File: config.mk
export PLATFORM = sky130hd
export DESIGN_NAME = hwrandom_conditioner
export DESIGN_NICKNAME = d
export VERILOG_FILES = /design/src/rtl/hwrandom_conditioner.sv
export SDC_FILE = /design/constraint.sdc
export NUM_CORES = 1
export LEC_CHECK = 0
export CAP_MARGIN = 20
export CELL_PAD_IN_SITES_DETAIL_PLACEMENT = 0
export CELL_PAD_IN_SITES_GLOBAL_PLACEMENT = 1
export CORE_AREA = 3 3 258 260
export DETAILED_ROUTE_END_ITERATION = 10
export DIE_AREA = 0 0 261 263
export GPL_TIMING_DRIVEN = 0
export PLACE_DENSITY_LB_ADDON = 0.08
export SETUP_SLACK_MARGIN = 0.4
export SYNTH_ARGS = -nofsm -noshare
export SYNTH_HDL_FRONTEND = slang
export SYNTH_SLANG_ARGS = --single-unit
File: constraint.sdc
create_clock -name clk -period 4.2 [get_ports clk]
set_clock_uncertainty 0.15 [all_clocks]
set_input_delay 0.42 -clock clk [delete_from_list [all_inputs] [get_ports clk]]
set_output_delay 0.42 -clock clk [all_outputs]
set_load 0.05 [all_outputs]
File: src/rtl/hwrandom_conditioner.sv
// Entropy conditioner: XOR-combines raw channels, optional von Neumann whitening and a
// repetition-count health test, packs bits into words, buffers them and streams bytes out.
module hwrandom_conditioner #(
    parameter int unsigned NUM_CHANNELS = 4,
    parameter int unsigned SAMPLE_DIV   = 16,
    parameter int unsigned WORD_WIDTH   = 32,
    parameter int unsigned FIFO_DEPTH   = 8,
    parameter int unsigned REP_LIMIT    = 32
) (
    input  logic                    clk,
    input  logic                    reset,
    input  logic [NUM_CHANNELS-1:0] raw_bits,
    input  logic                    mode,
    output logic [7:0]              out_byte,
    output logic                    out_valid,
    input  logic                    out_ready,
    output logic [WORD_WIDTH-1:0]   disp_word,
    output logic                    health_fail,
    output logic [15:0]             dropped_words
);

    localparam int unsigned DivW     = (SAMPLE_DIV > 1) ? $clog2(SAMPLE_DIV) : 1;
    localparam int unsigned CntW     = $clog2(WORD_WIDTH + 1);
    localparam int unsigned PtrW     = $clog2(FIFO_DEPTH);
    localparam int unsigned NumBytes = WORD_WIDTH / 8;
    localparam int unsigned IdxW     = (NumBytes > 1) ? $clog2(NumBytes) : 1;

    typedef enum logic [1:0] {StIdle, StLoad, StSend} state_e;

    logic [DivW-1:0]       div_q, div_d;
    logic [7:0]            run_q, run_d;
    logic                  last_s_q, last_s_d;
    logic                  health_fail_q, health_fail_d;
    logic                  mode_q, mode_d;
    logic [WORD_WIDTH-1:0] word_q, word_d;
    logic [CntW-1:0]       bit_cnt_q, bit_cnt_d;
    logic                  pair_q, pair_d;
    logic                  first_q, first_d;
    logic [WORD_WIDTH-1:0] disp_q, disp_d;
    logic [15:0]           dropped_q, dropped_d;
    logic [WORD_WIDTH-1:0] mem_q [FIFO_DEPTH];
    logic [WORD_WIDTH-1:0] mem_d [FIFO_DEPTH];
    logic [PtrW:0]         wptr_q, wptr_d, rptr_q, rptr_d, fill;
    state_e                state_q, state_d;
    logic [IdxW-1:0]       idx_q, idx_d;

    logic                  tick, s, complete, empty, full, push, pop, drop, last_byte;
    logic [WORD_WIDTH-1:0] head_word;

    assign tick     = (div_q == DivW'(SAMPLE_DIV - 1));
    assign s        = ^raw_bits;
    assign complete = (bit_cnt_q == CntW'(WORD_WIDTH));
    assign fill     = wptr_q - rptr_q;
    assign empty    = (wptr_q == rptr_q);
    assign full     = (wptr_q[PtrW] != rptr_q[PtrW]) &&
                      (wptr_q[PtrW-1:0] == rptr_q[PtrW-1:0]);
    // A pop on the same edge frees the slot the completed word is written into.
    assign push     = complete && !health_fail_q && (!full || pop);
    assign drop     = complete && !health_fail_q && full && !pop;

    always_comb begin
        div_d         = tick ? '0 : div_q + DivW'(1);
        run_d         = run_q;
        last_s_d      = last_s_q;
        health_fail_d = health_fail_q;
        if (tick) begin
            last_s_d = s;
            if (run_q == 8'd0 || s != last_s_q) begin
                run_d = 8'd1;
            end else if (run_q < 8'(REP_LIMIT)) begin
                run_d = run_q + 8'd1;
            end
            if (run_d == 8'(REP_LIMIT)) begin
                health_fail_d = 1'b1;
            end
        end
    end

    always_comb begin
        mode_d    = mode;
        word_d    = word_q;
        bit_cnt_d = complete ? '0 : bit_cnt_q;
        pair_d    = pair_q;
        first_d   = first_q;
        if (mode != mode_q) begin
            word_d    = '0;
            bit_cnt_d = '0;
            pair_d    = 1'b0;
        end else if (tick && !health_fail_q && !complete) begin
            if (!mode) begin
                word_d    = {word_q[WORD_WIDTH-2:0], s};
                bit_cnt_d = bit_cnt_q + CntW'(1);
            end else if (!pair_q) begin
                first_d = s;
                pair_d  = 1'b1;
            end else begin
                pair_d = 1'b0;
                if (first_q != s) begin
                    word_d    = {word_q[WORD_WIDTH-2:0], first_q};
                    bit_cnt_d = bit_cnt_q + CntW'(1);
                end
            end
        end
    end

    always_comb begin
        mem_d  = mem_q;
        wptr_d = wptr_q;
        rptr_d = pop ? rptr_q + (PtrW+1)'(1) : rptr_q;
        disp_d = disp_q;
        if (push) begin
            mem_d[wptr_q[PtrW-1:0]] = word_q;
            wptr_d                  = wptr_q + (PtrW+1)'(1);
            disp_d                  = word_q;
        end
        dropped_d = (drop && dropped_q != 16'hFFFF) ? dropped_q + 16'd1 : dropped_q;
    end

    // The word being sent stays at the FIFO head and is freed only by its last byte.
    always_comb begin
        state_d = state_q;
        idx_d   = idx_q;
        unique case (state_q)
            StIdle: if (!empty) state_d = StLoad;
            StLoad: begin
                state_d = StSend;
                idx_d   = '0;
            end
            StSend: begin
                if (out_ready) begin
                    if (last_byte) begin
                        idx_d   = '0;
                        state_d = (fill > (PtrW+1)'(1)) ? StSend : StIdle;
                    end else begin
                        idx_d = idx_q + IdxW'(1);
                    end
                end
            end
            default: state_d = StIdle;
        endcase
    end

    always_comb begin
        last_byte = (idx_q == IdxW'(NumBytes - 1));
        out_valid = (state_q == StSend);
        head_word = mem_q[rptr_q[PtrW-1:0]];
        out_byte  = out_valid ? head_word[{idx_q, 3'b000} +: 8] : 8'h00;
        pop       = out_valid && out_ready && last_byte;
    end

    always_ff @(posedge clk) begin
        if (reset) begin
            div_q         <= '0;
            run_q         <= '0;
            last_s_q      <= 1'b0;
            health_fail_q <= 1'b0;
            mode_q        <= 1'b0;
            word_q        <= '0;
            bit_cnt_q     <= '0;
            pair_q        <= 1'b0;
            first_q       <= 1'b0;
            disp_q        <= '0;
            dropped_q     <= '0;
            mem_q         <= '{default: '0};
            wptr_q        <= '0;
            rptr_q        <= '0;
            state_q       <= StIdle;
            idx_q         <= '0;
        end else begin
            div_q         <= div_d;
            run_q         <= run_d;
            last_s_q      <= last_s_d;
            health_fail_q <= health_fail_d;
            mode_q        <= mode_d;
            word_q        <= word_d;
            bit_cnt_q     <= bit_cnt_d;
            pair_q        <= pair_d;
            first_q       <= first_d;
            disp_q        <= disp_d;
            dropped_q     <= dropped_d;
            mem_q         <= mem_d;
            wptr_q        <= wptr_d;
            rptr_q        <= rptr_d;
            state_q       <= state_d;
            idx_q         <= idx_d;
        end
    end

    assign disp_word     = disp_q;
    assign health_fail   = health_fail_q;
    assign dropped_words = dropped_q;

endmodule

==> metrics <==
number of global-route vias before repair=13400; Max-Cap Viols=0; H-tree lvl count=2; Tmin final=3730 ps; CP Max Fanout=10; Worst-path clk slew=60 ps; Register Area=7430 um^2; pin count of the biggest net entering global routing=13; WL/cell=23.3 um; GR peak layer=met2; Hold Path Class=input port to flip-flop; most common cell after layout, fill and taps aside=nand2_1; Worst Slack Setup Final=467 ps; drt total wl=67400 um; IO Pins=66; CTS tree=built; Root Driver=clkbuf_16; met2 Use GR=0.302; Cells after Synth=1881; HPWL Detailed=45700 um; RSZ-0062 raised after global routing=false; syn_nets=1902; GR Util met3=0.0322; Die ar.=68600 um^2; Tot GR Track Use=0.194; M1 GR Usage=0.278; core area=64300 um^2; status=completed; pwr dens=400 nW/um^2; GRT Residual Overflow=0; Yosys reg bits=371; Die H=263 um; initial antenna violation count=2; Arr. time, crit path=3160 ps; EDFF count, synth=0; Area Overhead vs Synth=23.6%; fmax=268 MHz; worst IR drop on VDD=0.285 mV; Worst-Margin Slew=1160 ps; drt drc=0; worst slack at placement=-1380 ps; flop-to-flop setup slack=540 ps; Final setup viols=0; max_slew headroom=0.221; RR Startpoint=rptr_q[2]; via count=14100; clock tree sinks=371; port buffer count=63; Pleak=6.28 nW; Slew Limit Fails=0; critical path required time=3630 ps; post-synthesis cell type count=56; CP startpoint=idx_q[0]; routability cong.=0.782; Syn Area/Cell=8.56 um^2; layout cell share with drive strength beyond 1=0.116; commonest cells after routing, fill and taps aside=nand2_1 (483), dfxtp_1 (371), a21oi_1 (283); ys async rst share=0; fill cell count=6725; clk_lat worst skew=570 ps; clock buffer depth=3; row cnt=93; Iteration-0 DRC Markers=1106; Synth Flop Type=dfxtp_1; fin area=19900 um^2; hold_sp=mode; Worst setup EP type=output pin; first-pass GRT wire length=97500 um; hold_buf cts=0; total placed instance area=17900 um^2; Synth warnings=0; Post-DRT Antenna Nets=0; sequential fraction of the synthesis area=0.461; Crit Path Class=flip-flop to output pin; Die Width=261 um; CP Launch Type=flip-flop; Fin. Hold Viols=0; period utilization=0.889; Multi-input gate area=8090 um^2; initial core utilization=0.250; area of the mapped netlist=16100 um^2; CTS Buf Count=46; vias per cell=4.88; # nets final=2023; DR pass1 iterations=5
==> cell type report <==
| cell class | instances | share of cell area |
|---|---|---|
| multi-input cells | 1318 | 0.407 |
| flip-flops and latches | 371 | 0.373 |
| clock buffers | 74 | 0.0744 |
| well taps | 855 | 0.0538 |
| plain buffers | 174 | 0.0443 |
| repair buffers | 73 | 0.0371 |
| clock inverters | 8 | 0.00717 |
| inverters | 18 | 0.00339 |
| diodes | 1 | 0.000126 |
==> layer usage <==
metal  vias up  wire [um]  part of all wire
met2       347      30500              0.45
met1      6974      32100              0.48
met4         2       1550             0.023
met5         -          7           0.00010
met3        89       3230             0.048
li1       6696          -                 -
==> state kept, by name (all words and copies together) (netlist names), 4 cells and up <==
| name | count |
|---|---|
| dropped_words | 16 |
| word_q | 32 |
| bit_cnt_q | 6 |
| run_q | 8 |
| div_q | 4 |
| mem_q | 256 |
| wptr_q | 4 |
| rptr_q | 4 |
| disp_word | 32 |
==> repair_timing <==
action	4_1_cts	5_1_grt
gates resized for setup	149	29
cloned	0	0
endpoints found under the setup margin	317	220
endpoints found under the hold margin	0	0
setup buffers	1	0
pin swaps	3	1
==> cell usage after synthesis, drive strengths merged (2+ instances only) <==
cell type / count / area share
nor4b: 5 / 0.0031
or3: 8 / 0.0034
o211ai: 4 / 0.0019
mux2i: 97 / 0.060
clkbuf: 153 / 0.036
a21oi: 283 / 0.088
nand2b: 16 / 0.0062
o31ai: 9 / 0.0042
o21ai: 51 / 0.016
a31oi: 2 / 0.00078
ha: 12 / 0.0093
mux2: 4 / 0.0028
nor3: 10 / 0.0031
nand3: 61 / 0.019
a211oi: 11 / 0.0051
buf: 21 / 0.0067
nor2b: 8 / 0.0031
xnor3: 2 / 0.0028
nand4b: 2 / 0.0011
xnor2: 10 / 0.0054
nand2: 483 / 0.11
xor2: 5 / 0.0027
or4: 13 / 0.0061
o211a: 8 / 0.0050
and3: 10 / 0.0039
nor2: 96 / 0.022
o21a: 2 / 0.00093
mux4: 56 / 0.078
a22oi: 9 / 0.0042
and4: 3 / 0.0016
and2: 6 / 0.0023
nor4: 9 / 0.0035
nand4: 5 / 0.0019
inv: 18 / 0.0042
a2111oi: 4 / 0.0022
dfxtp: 371 / 0.46
==> metrics by stage <==
stage / power (W) / hold slack [ps] / cells / util / TNS (ps)
floorplan: 0.00369 / 279 / 1881 / - / 0
global placement: 0.00377 / 285 / 2799 / 0.277 / -350570
detailed placement: 0.00377 / 293 / 2806 / 0.279 / -299500
CTS: 0.00808 / 53.5 / 2889 / 0.308 / 0
global route: 0.00822 / 100 / 2891 / 0.309 / 0
finish: 0.00796 / 101 / 2892 / 0.309 / 0
==> power breakdown <==
part	internal, W	switching, W
logic	0.0000311	0.000137
registers	0.00352	0.00000296
clock network	0.00264	0.00162
==> worst paths after layout <==
path                        to  depth (start not counted)
max                out_byte[4]                          6
min                     mode_q                          2
max reg2reg  dropped_words[13]                         13
min reg2reg          mem_q[26]                          2
==> worst max-delay path, cell delays in order, from the launching register on <==
cell and delay (ps):
dfxtp_1 450, clkbuf_1 560, clkbuf_1 480, nand3_1 260, o211a_1 250, a211oi_2 320, buf_4 270
==> kinds of logic after synthesis <==
group / share of synthesized area
adders and majority gates: 0.0106
muxes: 0.141
and+or+nand+nor: 0.196
xor gates and xnor gates: 0.0124
DFF: 0.461
buffers and inverters: 0.0465
AOI/OAI and AO/OA: 0.132
(Power assumes the default switching activity.)
